--- src/rtl/mem_store_unit.sv ---
// Store path from execute to data memory: formats byte/half/word stores onto
// byte lanes, queues them, and issues them one at a time over a req/ack port.
module mem_store_unit #(
   parameter int DEPTH      = 2,
   parameter int ADDR_WIDTH = 32
) (
   input  logic                  CLOCK,
   input  logic                  RESET,
   input  logic                  enable,
   input  logic [2:0]            opselect,
   input  logic [2:0]            operation,
   input  logic [ADDR_WIDTH-1:0] st_addr,
   input  logic [31:0]           st_data,
   output logic                  stall,
   output logic                  misalign_err,
   output logic                  sq_empty,
   output logic                  mem_wr_req,
   output logic [ADDR_WIDTH-1:0] mem_addr,
   output logic [31:0]           mem_wdata,
   output logic [3:0]            mem_be,
   input  logic                  mem_ack
);

   localparam int PTR_W = (DEPTH > 1) ? $clog2(DEPTH) : 1;
   localparam int CNT_W = $clog2(DEPTH) + 1;

   localparam logic [2:0] OP_MEM_WRITE = 3'b100;
   localparam logic [2:0] SZ_BYTE      = 3'b000;
   localparam logic [2:0] SZ_HALF      = 3'b001;
   localparam logic [2:0] SZ_WORD      = 3'b011;

   localparam logic [1:0] ST_IDLE = 2'd0;
   localparam logic [1:0] ST_REQ  = 2'd1;
   localparam logic [1:0] ST_GAP  = 2'd2;

   localparam logic [CNT_W-1:0] CNT_FULL = CNT_W'(DEPTH);

   logic [ADDR_WIDTH-1:0] q_addr  [DEPTH];
   logic [31:0]           q_wdata [DEPTH];
   logic [3:0]            q_be    [DEPTH];

   logic [PTR_W-1:0] head;
   logic [PTR_W-1:0] tail;
   logic [CNT_W-1:0] count;
   logic [1:0]       state;

   logic        offer;
   logic        push;
   logic        pop;
   logic        fmt_legal;
   logic [31:0] fmt_wdata;
   logic [3:0]  fmt_be;
   logic [1:0]  lane;

   assign offer = enable && (opselect == OP_MEM_WRITE);
   assign lane  = st_addr[1:0];

   // NOTE: every output of this block gets a default first, so no path leaves
   // a signal unassigned and no latch is inferred.
   always_comb begin
      fmt_legal = 1'b0;
      fmt_wdata = st_data;
      fmt_be    = 4'b0000;
      case (operation)
         SZ_BYTE: begin
            fmt_legal = 1'b1;
            fmt_wdata = {4{st_data[7:0]}};
            fmt_be    = 4'b0001 << lane;
         end
         SZ_HALF: begin
            fmt_legal = ~lane[0];
            fmt_wdata = {2{st_data[15:0]}};
            fmt_be    = lane[1] ? 4'b1100 : 4'b0011;
         end
         SZ_WORD: begin
            fmt_legal = (lane == 2'b00);
            fmt_wdata = st_data;
            fmt_be    = 4'b1111;
         end
         default: fmt_legal = 1'b0;
      endcase
   end

   // A full queue refuses the offer even when the head retires this cycle.
   assign stall    = (count == CNT_FULL);
   assign push     = offer && fmt_legal && !stall;
   assign pop      = (state == ST_REQ) && mem_ack;
   assign sq_empty = (count == '0) && (state == ST_IDLE);

   // NOTE: queue storage has no reset; only the pointers and count do, and a
   // slot is never read before it has been written.
   always_ff @(posedge CLOCK) begin
      if (push) begin
         q_addr[tail]  <= {st_addr[ADDR_WIDTH-1:2], 2'b00};
         q_wdata[tail] <= fmt_wdata;
         q_be[tail]    <= fmt_be;
      end
   end

   // NOTE: sequential state is updated only with non-blocking assignments so
   // every register samples the pre-edge values of the others.
   always_ff @(posedge CLOCK) begin
      if (RESET) begin
         head         <= '0;
         tail         <= '0;
         count        <= '0;
         misalign_err <= 1'b0;
      end else begin
         misalign_err <= offer && !fmt_legal;
         if (push) tail <= tail + 1'b1;
         if (pop)  head <= head + 1'b1;
         count <= count + CNT_W'(push) - CNT_W'(pop);
      end
   end

   // Memory port: request held stable until acked, then one idle cycle.
   always_ff @(posedge CLOCK) begin
      if (RESET) begin
         state      <= ST_IDLE;
         mem_wr_req <= 1'b0;
         mem_addr   <= '0;
         mem_wdata  <= '0;
         mem_be     <= 4'b0000;
      end else begin
         case (state)
            ST_IDLE, ST_GAP: begin
               if (count != '0) begin
                  state      <= ST_REQ;
                  mem_wr_req <= 1'b1;
                  mem_addr   <= q_addr[head];
                  mem_wdata  <= q_wdata[head];
                  mem_be     <= q_be[head];
               end else begin
                  state <= ST_IDLE;
               end
            end
            ST_REQ: begin
               if (mem_ack) begin
                  state      <= ST_GAP;
                  mem_wr_req <= 1'b0;
                  mem_be     <= 4'b0000;
               end
            end
            default: begin
               state      <= ST_IDLE;
               mem_wr_req <= 1'b0;
               mem_be     <= 4'b0000;
            end
         endcase
      end
   end

endmodule

--- config.mk ---
export PLATFORM = sky130hd
export DESIGN_NAME = mem_store_unit
export DESIGN_NICKNAME = d
export VERILOG_FILES = /design/src/rtl/mem_store_unit.sv
export SDC_FILE = /design/constraint.sdc
export NUM_CORES = 1
export LEC_CHECK = 0
export CAP_MARGIN = 10
export CORE_MARGIN = 2
export CORE_UTILIZATION = 56
export DETAILED_ROUTE_END_ITERATION = 10
export MAX_ROUTING_LAYER = met4
export PLACE_DENSITY = 0.85
export SYNTH_ARGS = -nofsm -noshare
export SYNTH_HDL_FRONTEND = slang
export SYNTH_SLANG_ARGS = --single-unit
--- constraint.sdc ---
create_clock -name CLOCK -period 14.4 [get_ports CLOCK]
set_input_delay 2.88 -clock CLOCK [delete_from_list [all_inputs] [get_ports CLOCK]]
set_output_delay 2.88 -clock CLOCK [all_outputs]
set_load 0.02 [all_outputs]
* Word level (Yosys, flattened, before mapping)
Memories as Yosys holds them, arrays and structs flattened. A register that Yosys moved wholly into a read port is not among the register bits.
Cells that the tools add are included.
** Word-level totals
- Logic and storage cells :: 58
- Register bits :: 44
- Memories kept :: 3
- Input port bits :: 74
- Bits in writable memories :: 132
- Output and inout port bits :: 72
** Cells by class
- Equal/unequal tests :: 8
- Mux-type cells :: 17
- Reduce and logical (&&, ||, !) cells :: 16
- Bitwise operators :: 1
- Shift-type cells :: 1
- $add $sub $neg :: 4
** Memory list
- q_wdata :: depth 2, bits a word 32, read ports 1, clocked after memory_dff 1, write ports 1, RTL line 39 : logic [31:0] q_wdata [DEPTH];
- q_addr :: depth 2, bits a word 30, read ports 1, clocked after memory_dff 1, write ports 1, RTL line 38 : logic [ADDR_WIDTH-1:0] q_addr [DEPTH];
- q_be :: depth 2, bits a word 4, read ports 1, clocked after memory_dff 1, write ports 1, RTL line 40 : logic [3:0] q_be [DEPTH];
** Operators with widths (count)
- 32-bit one-hot mux with 2 select lines :: 1
- 4-bit two-way mux :: 3
- 4-bit one-hot mux with 3 select lines :: 1
- 4-bit one-hot mux with 2 select lines :: 1
- 1-bit two-way mux :: 7
- 1-bit logical AND :: 6
- 2-bit logical NOT :: 3
- 2-bit equality test (second input constant) :: 2
- 2-bit inequality test (second input constant) :: 2
- 2-bit one-hot mux with 2 select lines :: 1
- 2-bit AND reduction :: 2
- 1-bit by 2-bit left shift with 4-bit output (first input constant) :: 1
- 3-bit by 1-bit equality test with 1-bit output (second input constant) :: 1
- 3-bit by 2-bit equality test with 1-bit output (second input constant) :: 1
- 3-bit equality test (second input constant) :: 1
- 3-bit logical NOT :: 1
- 1-bit one-hot mux with 3 select lines :: 1
- 1-bit adder (second input constant) :: 2
- 2-bit by 1-bit adder with 2-bit output :: 1
- 2-bit by 1-bit equality test with 1-bit output (second input constant) :: 1
- 1-bit logical NOT :: 2
- 2-bit two-way mux :: 1
- 1-bit one-hot mux with 2 select lines :: 1
- 2-bit nonzero test :: 1
- other kinds (3) :: 3

* Logic depth before layout (Yosys ltp)
Gate-level depths: netlist of run 1.
- Depth in word-level cells :: 6
- Mapped depth :: 9
- Gate-level depth less buffers :: 9

* Worst setup path after synthesis of run 1
Ideal clock, no wire load.
- Path kind :: input to register
- From :: input opselect[0]
- To :: memory q_addr[0][0] (netlist bit) (enable)
- Path slack :: 7386 ps
- Data required time :: 13902 ps
- Arrival :: 6515 ps
- Stages on the path :: 3
- Setup time :: 498 ps
- Path buffers :: 0
- Path through :: nand4bb_1 > a2111oi_4 > nor2b_1
** Between the ends
- Cells in the longest elaborated chain, start to end :: 6
** Ends and longest elaborated chain
- from (decl) :: RTL line 10 : input logic [2:0] opselect,
- 3-bit equality test :: RTL line 55 : assign offer = enable && (opselect == OP_MEM_WRITE);
- 1-bit logical AND :: RTL line 55
- 1-bit logical AND (2 in a row) :: RTL line 86 : assign push = offer && fmt_legal && !stall;
- 1-bit two-way mux :: RTL line 93 : if (push) begin
- 1-bit two-way mux (implied by the code) :: RTL line 94 : q_addr[tail] <= {st_addr[ADDR_WIDTH-1:2], 2'b00};
- to (decl) :: RTL line 38
No other way between the ends.

* Worst setup path in the final report of run 1
- From :: input operation[0]
- To :: memory q_addr[0][25] (netlist bit) (enable)
** Between the ends
- Cells in the longest elaborated chain, start to end :: 6
- Elaborated cells between the ends (all ways) :: 8
- Those cells by class :: eq/ne: 2; mux: 3; reduce/logical: 3
** Ends and longest elaborated chain
- from (decl) :: RTL line 11 : input logic [2:0] operation,
- 3-bit by 2-bit equality test with 1-bit output, or another cell as far along :: RTL line 64 : case (operation)
- 1-bit one-hot mux with 3 select lines (*) :: RTL line 64
- 1-bit logical AND (*) (2 in a row) :: RTL line 86
- 1-bit two-way mux (*) :: RTL line 93
- 1-bit two-way mux (implied by the code) (*) :: RTL line 94
Every way passes the cells marked *; elsewhere a longest branch is shown, timed or not.

==> out/results.tsv, run 1 <==
metric	value	unit
total setup buffers inserted after CTS	0	
core area	0.0133	mm²
Met1 Wirelength	6470	µm
post-synthesis register bit count	207	
DRC violations left	0	
fraction of the mapped netlist area in compound gates	0.0820	
Post-synth EDFFs	132	
dominant combinational cell family by area after synthesis	multiplexers	
Die Outline Area	0.0147	mm²
Power Density	129	mW/mm²
number of max-slew violations in the final report	0	
clock latency on the worst-skew pair	0.49	ns
Final TNS setup	0	ns
hold crit path type	reg2reg	
remaining number of nets flagged by the antenna check after routing	0	
count of buffers inserted at the top-level ports	143	
setup repair after global routing missed its margin	no	
Synth Area in Simple Gates	0.0567	
top-count cell post-synth	sky130_fd_sc_hd__edfxtp_1	
area fraction of the dominant cell type after synthesis	0.513	
shortest period the worst path allows	5.40	ns
Post-DP HPWL	9770	µm
top post-synthesis cells by count	sky130_fd_sc_hd__edfxtp_1, sky130_fd_sc_hd__nor2_1, sky130_fd_sc_hd__dfxtp_1	
post-synthesis sequential area ratio	0.708	
worst vdd rail ir drop	0.102	mV
Clock H-tree levels	1	
maximum clock frequency	0.185	GHz
initial core utilization	0.578	
pin count of the biggest net entering global routing	81	
first-pass GRT wire length	24100	µm
Unique masters post-synth	32	
Total GRT Usage	0.217	
Register-to-Register Setup Slack	12.02	ns
number of warnings printed during yosys synthesis	0	
Static Leakage	3.14	nW
Final #Nets	745	
Filler Cells Inserted	875	
CTS tree	yes	
layout overhead on the synthesized area	27.9	%
highest metal layer with signal wires	met4	
Top FF cell, synth	sky130_fd_sc_hd__edfxtp_1	
Yosys top cell by area	sky130_fd_sc_hd__edfxtp_1	
Netlist Area Pre-Place	0.00772	mm²
clk buf depth	3	
global placement routability congestion	0.836	
fin util	0.740	
hold buffers post-CTS	0	
CTS Root Buffer Type	sky130_fd_sc_hd__clkbuf_16	
adder-cell share of the synthesized area	0.00324	
CP Max Fanout	66	
Setup crit start kind	primary input	
Final Hold Slack	0.497	ns
routed wl met3	1060	µm
Num CTS Buffers	21	
wire length on met2	7640	µm
syn avg cell area	14.5	µm²
headroom to the max-slew limit	0.282	
cell-by-cell trace of the critical path	clkdlybuf4s50_1, nand2b_1, a2111oi_4, nor2b_4, buf_4	
kind of end point of the critical path	flop	
fraction of registers with async set/reset	0	
via count	4767	
logic depth of the worst register-to-register path	4	
Tcrit/Tclk final	0.375	
number of gates resized after cts	0	
antenna fix cells	0	
grt ovf	0	
critical-path cell with the highest stage delay	sky130_fd_sc_hd__clkdlybuf4s50_1	
number of global-route vias before repair	4717	
sink count of the clock tree	207	
Hold Crit Depth	2	
site row count	42	
count of TritonRoute iterations in the first routing pass	5	
Synth Instances	533	
Total Power Consumption	0.00127	W
overall die height	121	µm
Vias/cell	5.55	
Largest stage delay, worst path	0.97	ns
Final setup viols	0	
mux contribution to synthesized area	0.121	
multi-input logic area	0.00207	mm²
ports placed on the boundary	146	
initial antenna violation count	0	
layout cells sized above 1	0.0908	
Worst Setup Path Type	in2reg	
largest cells by area after synthesis	sky130_fd_sc_hd__edfxtp_1, sky130_fd_sc_hd__dfxtp_1, sky130_fd_sc_hd__mux2i_1, sky130_fd_sc_hd__a211oi_1, sky130_fd_sc_hd__nor2_1	
worst endpoint data arrival time	5.50	ns
result of the run	finished, final reports clean	
max-capacitance violation count	0	
xor-xnor portion of the synthesized cell area	0.00227	
final clock skew	0.0143	ns
starting DRC count in detailed routing	335	
required time of the critical path	14.50	ns
die outline width	121	µm
final number of hold-violating endpoints	0	
actual slew at the worst max-slew pin	1.08	ns
drt wl/cell	18.2	µm
routed wire length	15600	µm
flip-flop and latch area	0.00547	mm²
clock transition at the registers of the reported paths	0.06	ns
[per-stage QoR]
| step | std cells | instance area [µm²] | setup slack [ns] |
|---|---|---|---|
| finish | 859 | 9870 | 9.00 |
| global route | 859 | 9870 | 8.87 |
| CTS | 859 | 9870 | 9.06 |
| detailed placement | 822 | 9240 | 8.56 |
| global placement | 822 | 9240 | 8.63 |
| floorplan | 534 | 7720 | 7.39 |
[power breakdown]
group	internal, W	switching, W
Sequential	0.000647	0.0000104
Clock	0.000291	0.000206
Combinational	0.0000584	0.0000596
Total	0.000997	0.000276
[cell type report]
cell class | instances | share of cell area
sequential | 207 | 0.554
inverter | 4 | 0.00152
clock buffer | 33 | 0.0618
tap | 176 | 0.0223
clock inverter | 4 | 0.00279
timing repair buffer | 147 | 0.148
multi-input combinational | 288 | 0.210
[state kept, by name, summed over array words and instances, names as in the netlist, named ones only]
register and flops:
q_wdata 64, q_addr 60, mem_wdata 32, mem_addr 30, q_be 8, mem_be 4, count 2, state 2
head 1, mem_wr_req 1, misalign_err 1, tail 1
[metal layers]
layer  vias up  GRT usage
li1       2258          -
met1      2265      0.281
met2       205      0.353
met3        39     0.0371
met4         0     0.0726
met5         -          -
[cells by family (layout without fill, tap and decap cells)]
group                    count (synthesis)  after routing
XOR/XNOR                                 2              2
adder cells (fa/ha/maj)                  2              2
flip-flops                             207            207
AND/OR/NAND/NOR                        103            103
other                                    1              2
buffers and inverters                   39            188
multiplexers                            91             91
AO/OA/AOI/OAI                           88             88
[path summary, 6_finish.rpt]
kind | startpoint | to
max reg2reg | count[0] | q_addr[0][25]
min reg2reg | mem_wdata[0] | mem_wdata[0]
min | mem_wdata[0] | mem_wdata[0]
max | operation[0] | q_addr[0][25]
[layout by cell type, fill, tap and decap left out, drive strengths merged, types with 3 or more instances in the layout]
| cell type | n |
|---|---|
| edfxtp | 132 |
| nand2 | 4 |
| mux2i | 70 |
| a21oi | 15 |
| clkbuf | 33 |
| mux2 | 21 |
| buf | 5 |
| o21ai | 5 |
| inv | 6 |
| clkdlybuf4s50 | 142 |
| nor2b | 3 |
| nor2 | 84 |
| a211oi | 62 |
| nor3 | 4 |
| dfxtp | 75 |
[critical path, delay by kind of cell]
family / cells / cell delay [ns]
buf+inv: 2 / 1.65
simple gates: 2 / 0.43
compound gates: 1 / 0.48
Note: power is estimated with default switching activity, not from simulation.
==> run 2, diff against run 1 <==
--- a/config.mk
+++ b/config.mk
@@ -7,10 +7,10 @@
 export LEC_CHECK = 0
 export CAP_MARGIN = 10
 export CORE_MARGIN = 2
-export CORE_UTILIZATION = 56
+export CORE_UTILIZATION = 47
 export DETAILED_ROUTE_END_ITERATION = 10
 export MAX_ROUTING_LAYER = met4
-export PLACE_DENSITY = 0.85
+export PLACE_DENSITY = 0.76
 export SYNTH_ARGS = -nofsm -noshare
 export SYNTH_HDL_FRONTEND = slang
 export SYNTH_SLANG_ARGS = --single-unit
==> constraint.sdc (replaced) <==
create_clock -name CLOCK -period 4.6 [get_ports CLOCK]
set_input_delay 0.92 -clock CLOCK [delete_from_list [all_inputs] [get_ports CLOCK]]
set_output_delay 0.92 -clock CLOCK [all_outputs]
set_load 0.02 [all_outputs]
==> out/results.tsv, run 2 (synthesized netlist as in run 1, its figures left out) <==
metric	value	unit
number of global-route vias before repair	4766	
Static Leakage	3.16	nW
layout cells sized above 1	0.0906	
reg-to-reg startpoint	count[0]	
max reg flops	64	
count of TritonRoute iterations in the first routing pass	4	
launch point of the worst path	operation[0]	
clock power share	0.403	
pin count of the biggest net entering global routing	83	
Setup crit start kind	primary input	
maximum clock frequency	0.338	GHz
Worst Setup Slack, final	1.64	ns
register with the most flip-flops	q_wdata	
Post-DP HPWL	9910	µm
antenna fix cells	0	
drt wl/cell	17.4	µm
first-pass GRT wire length	24700	µm
switching share of total power	0.215	
CP Max Fanout	66	
Worst Setup Path Type	in2reg	
commonest non-fill, non-tap cell in the layout	sky130_fd_sc_hd__clkdlybuf4s50_1	
die outline width	132	µm
pre-CTS worst setup slack	1.12	ns
sink count of the clock tree	207	
remaining number of nets flagged by the antenna check after routing	0	
number of gates resized after cts	0	
critical hold path startpoint	mem_wr_req	
total setup buffers inserted after CTS	0	
Clock H-tree levels	1	
power spent charging and discharging nets	0.000874	W
initial core utilization	0.484	
via count	4769	
clock latency on the worst-skew pair	0.48	ns
layout overhead on the synthesized area	29.1	%
final number of hold-violating endpoints	0	
site row count	46	
number of max-slew violations in the final report	0	
overall die height	132	µm
combined buffer and inverter count along the critical path	2	
core area	0.0159	mm²
max-capacitance violation count	0	
starting DRC count in detailed routing	290	
Total Power Consumption	0.00406	W
required time of the critical path	4.70	ns
critical-path cell with the highest stage delay	sky130_fd_sc_hd__and2_4	
headroom to the max-slew limit	0.250	
CTS tree	yes	
kind of end point of the critical path	flop	
hold crit path type	reg2reg	
Internal Dissipation	0.00319	W
sequential power share	0.507	
Total GRT Usage	0.182	
Power Density	408	mW/mm²
Tcrit/Tclk final	0.643	
Largest stage delay, worst path	0.81	ns
grt ovf	0	
final clock skew	0.0106	ns
hold buffers post-CTS	0	
cell-by-cell trace of the critical path	clkdlybuf4s50_1, buf_4, nand2b_1, a2111oi_4, and2_4	
CTS Root Buffer Type	sky130_fd_sc_hd__clkbuf_16	
largest registers	q_wdata: 64 flops, q_addr: 60 flops, mem_wdata: 32 flops	
Die Outline Area	0.0175	mm²
clk buf depth	3	
Final #Nets	746	
actual slew at the worst max-slew pin	1.13	ns
Vias/cell	5.30	
Final setup viols	0	
shortest period the worst path allows	2.96	ns
top cell family by delay on the critical path	simple AND/OR/NAND/NOR gates	
result of the run	finished, final reports clean	
Final TNS setup	0	ns
Filler Cells Inserted	1187	
part of the total power dissipated in combinational logic	0.090	
setup repair after global routing missed its margin	no	
count of buffers inserted at the top-level ports	143	
ports placed on the boundary	146	
Num CTS Buffers	21	
routed wire length	15700	µm
highest-count cells in the layout ignoring fill and taps	sky130_fd_sc_hd__clkdlybuf4s50_1, sky130_fd_sc_hd__edfxtp_1, sky130_fd_sc_hd__nor2_1, sky130_fd_sc_hd__dfxtp_1, sky130_fd_sc_hd__mux2i_1	
worst endpoint data arrival time	3.05	ns
worst vdd rail ir drop	0.277	mV
clock transition at the registers of the reported paths	0.06	ns
DRC violations left	0	
initial antenna violation count	0	
global placement routability congestion	0.819	
fin util	0.625	
==> run 2: changes by cell type in the layout (fill, tap and decap cells not counted), sizes merged <==
cell | before | now
buf | 5 | 6
clkinv | 2 | 6
bufinv | 0 | 2
inv | 6 | 4
clkinvlp | 0 | 1
clkbuf | 33 | 28
==> run 2: final timing paths <==
kind         cells after the start      endpoint  slack, ns
max reg2reg                      3  q_addr[1][1]       2.30
max                              5  q_addr[1][1]       1.64
min                              2    mem_wr_req       0.48
min reg2reg                      2    mem_wr_req       0.48
==> run 2: worst register-to-register path: stages, from the launching register on <==
cell and delay [ns]:
sky130_fd_sc_hd__dfxtp_1 0.46, sky130_fd_sc_hd__and2b_4 0.25, sky130_fd_sc_hd__a2111oi_4 0.37, sky130_fd_sc_hd__and2_4 0.81
==> run 2: through the flow <==
stage	hold WS [ns]	std cells	area [µm²]
floorplan	0.528	534	7730
global placement	0.466	863	9310
detailed placement	0.473	863	9310
CTS	0.481	900	9970
global route	0.509	900	9970
finish	0.479	900	9970
==> run 2: layout make-up <==
type | instances | area, µm² | area share
clock buffer | 28 | 572 | 0.0574
timing repair buffer | 148 | 1480 | 0.148
inverter | 4 | 15.0 | 0.00151
clock inverter | 9 | 92.6 | 0.00929
sequential | 207 | 5470 | 0.549
multi-input combinational | 288 | 2070 | 0.208
tap | 216 | 270 | 0.0271
==> run 2: routing by layer <==
layer,GRT usage,share of wire
met1,0.236,0.43
met2,0.299,0.48
met3,0.0311,0.070
met4,0.0478,0.024
met5,-,0
==> run 2: power groups by stage <==
| stage | registers (W) | logic (W) | clock network (W) |
|---|---|---|---|
| 2_1_floorplan | 0.00213 | 0.000145 | 0 |
| 3_3_place_gp | 0.00210 | 0.000357 | 0 |
| 3_5_place_dp | 0.00210 | 0.000367 | 0 |
| 4_1_cts | 0.00206 | 0.000370 | 0.00167 |
| 5_1_grt | 0.00206 | 0.000396 | 0.00174 |
| 6_report | 0.00206 | 0.000367 | 0.00164 |
==> run 3, diff against run 2 <==
==> constraint.sdc (replaced) <==
create_clock -name CLOCK -period 2.6 [get_ports CLOCK]
set_input_delay 0.52 -clock CLOCK [delete_from_list [all_inputs] [get_ports CLOCK]]
set_output_delay 0.52 -clock CLOCK [all_outputs]
set_load 0.02 [all_outputs]
==> out/results.tsv, run 3 (synthesized netlist as in run 1, its figures left out) <==
metric	value	unit
sink count of the clock tree	207	
Final TNS setup	0	ns
antenna fix cells	0	
Worst Setup Slack, final	0.250	ns
drt wl/cell	17.3	µm
starting DRC count in detailed routing	341	
core area	0.0159	mm²
clock latency on the worst-skew pair	0.48	ns
worst vdd rail ir drop	0.497	mV
Post-DP HPWL	10700	µm
Die Outline Area	0.0175	mm²
maximum clock frequency	0.426	GHz
Largest stage delay, worst path	0.68	ns
pre-CTS worst setup slack	-0.105	ns
total setup buffers inserted after CTS	0	
final number of hold-violating endpoints	0	
setup repair after global routing missed its margin	no	
Final #Nets	762	
Static Leakage	3.26	nW
die outline width	132	µm
Cell Area, Placed	0.00953	mm²
result of the run	finished, final reports clean	
number of gates resized after cts	0	
count of buffers inserted at the top-level ports	143	
commonest non-fill, non-tap cell in the layout	sky130_fd_sc_hd__clkdlybuf4s50_1	
cell-by-cell trace of the critical path	nor4_1, clkdlybuf4s50_1	
count of TritonRoute iterations in the first routing pass	4	
overall die height	132	µm
clock transition at the registers of the reported paths	0.06	ns
clk buf depth	3	
grt ovf	0	
Tcrit/Tclk final	0.904	
routed wire length	15800	µm
Final setup viols	0	
CTS tree	yes	
CP Max Fanout	7	
DRC violations left	0	
highest-count cells in the layout ignoring fill and taps	sky130_fd_sc_hd__clkdlybuf4s50_1, sky130_fd_sc_hd__edfxtp_1, sky130_fd_sc_hd__nor2_1, sky130_fd_sc_hd__dfxtp_1, sky130_fd_sc_hd__mux2i_1	
required time of the critical path	2.08	ns
reg-to-reg startpoint	count[0]	
max-capacitance violation count	0	
largest registers	q_wdata: 64 flops, q_addr: 60 flops, mem_wdata: 32 flops	
initial antenna violation count	0	
remaining number of nets flagged by the antenna check after routing	0	
hold crit path type	reg2reg	
site row count	46	
initial core utilization	0.484	
final clock skew	0.0104	ns
number of max-slew violations in the final report	0	
critical hold path startpoint	mem_be[3]	
launch point of the worst path	count[1]	
global placement routability congestion	0.860	
pin count of the biggest net entering global routing	54	
hold buffers post-CTS	0	
Power Density	696	mW/mm²
worst endpoint data arrival time	1.83	ns
layout cells sized above 1	0.117	
kind of end point of the critical path	primary output	
critical-path cell with the highest stage delay	sky130_fd_sc_hd__clkdlybuf4s50_1	
via count	4769	
CTS Root Buffer Type	sky130_fd_sc_hd__clkbuf_16	
Clock H-tree levels	1	
Worst Setup Path Type	reg2out	
Vias/cell	5.21	
Setup crit start kind	flop	
number of global-route vias before repair	4844	
Final Cell Area	0.0102	mm²
shortest period the worst path allows	2.35	ns
Register-to-Register Setup Slack	0.48	ns
Total GRT Usage	0.184	
first-pass GRT wire length	24800	µm
layout overhead on the synthesized area	31.7	%
register with the most flip-flops	q_wdata	
Num CTS Buffers	21	
actual slew at the worst max-slew pin	0.665	ns
headroom to the max-slew limit	0.556	
ports placed on the boundary	146	
max reg flops	64	
## run 3: final timing paths
| kind | to | cells past startpoint |
|---|---|---|
| worst max-delay path | sq_empty | 2 |
| worst max register to register | count[1] | 9 |
| worst min-delay path | mem_be[3] | 2 |
| worst min register to register | mem_be[3] | 2 |
## run 3: worst max-delay path, delay by kind of cell, from the launching register on
| family | cells | cell delay (ns) |
|---|---|---|
| buffers and inverters | 1 | 0.68 |
| flip-flops | 1 | 0.37 |
| AND/OR/NAND/NOR | 1 | 0.31 |
## run 3: cell type report
cell class                 instances  area, µm²
sequential                       207       5470
inverter                           4       15.0
clock buffer                      30        599
tap                              216        270
multi-input combinational        288       2080
timing repair buffer             164       1700
clock inverter                     7       38.8
fill                            1151       5770
## run 3: power breakdown
group | switching, W | internal (W) | total, W
registers | 0.0000526 | 0.00358 | 0.00363
clock network | 0.00116 | 0.00160 | 0.00276
logic | 0.000338 | 0.000339 | 0.000677
## run 3: stage by stage
stage,total power (W),util,hold slack (ns),std cells
floorplan,0.00403,-,0.528,534
global placement,0.00436,0.598,0.470,879
detailed placement,0.00438,0.598,0.473,879
CTS,0.00715,0.638,0.481,916
global route,0.00733,0.638,0.503,916
finish,0.00708,0.638,0.478,916
## run 3: metal layers
layer,GRT usage,up-vias,part of all wire
li1,-,2291,-
met1,0.234,2277,0.43
met2,0.304,169,0.49
met3,0.0361,32,0.062
met4,0.0502,0,0.021
met5,-,-,0
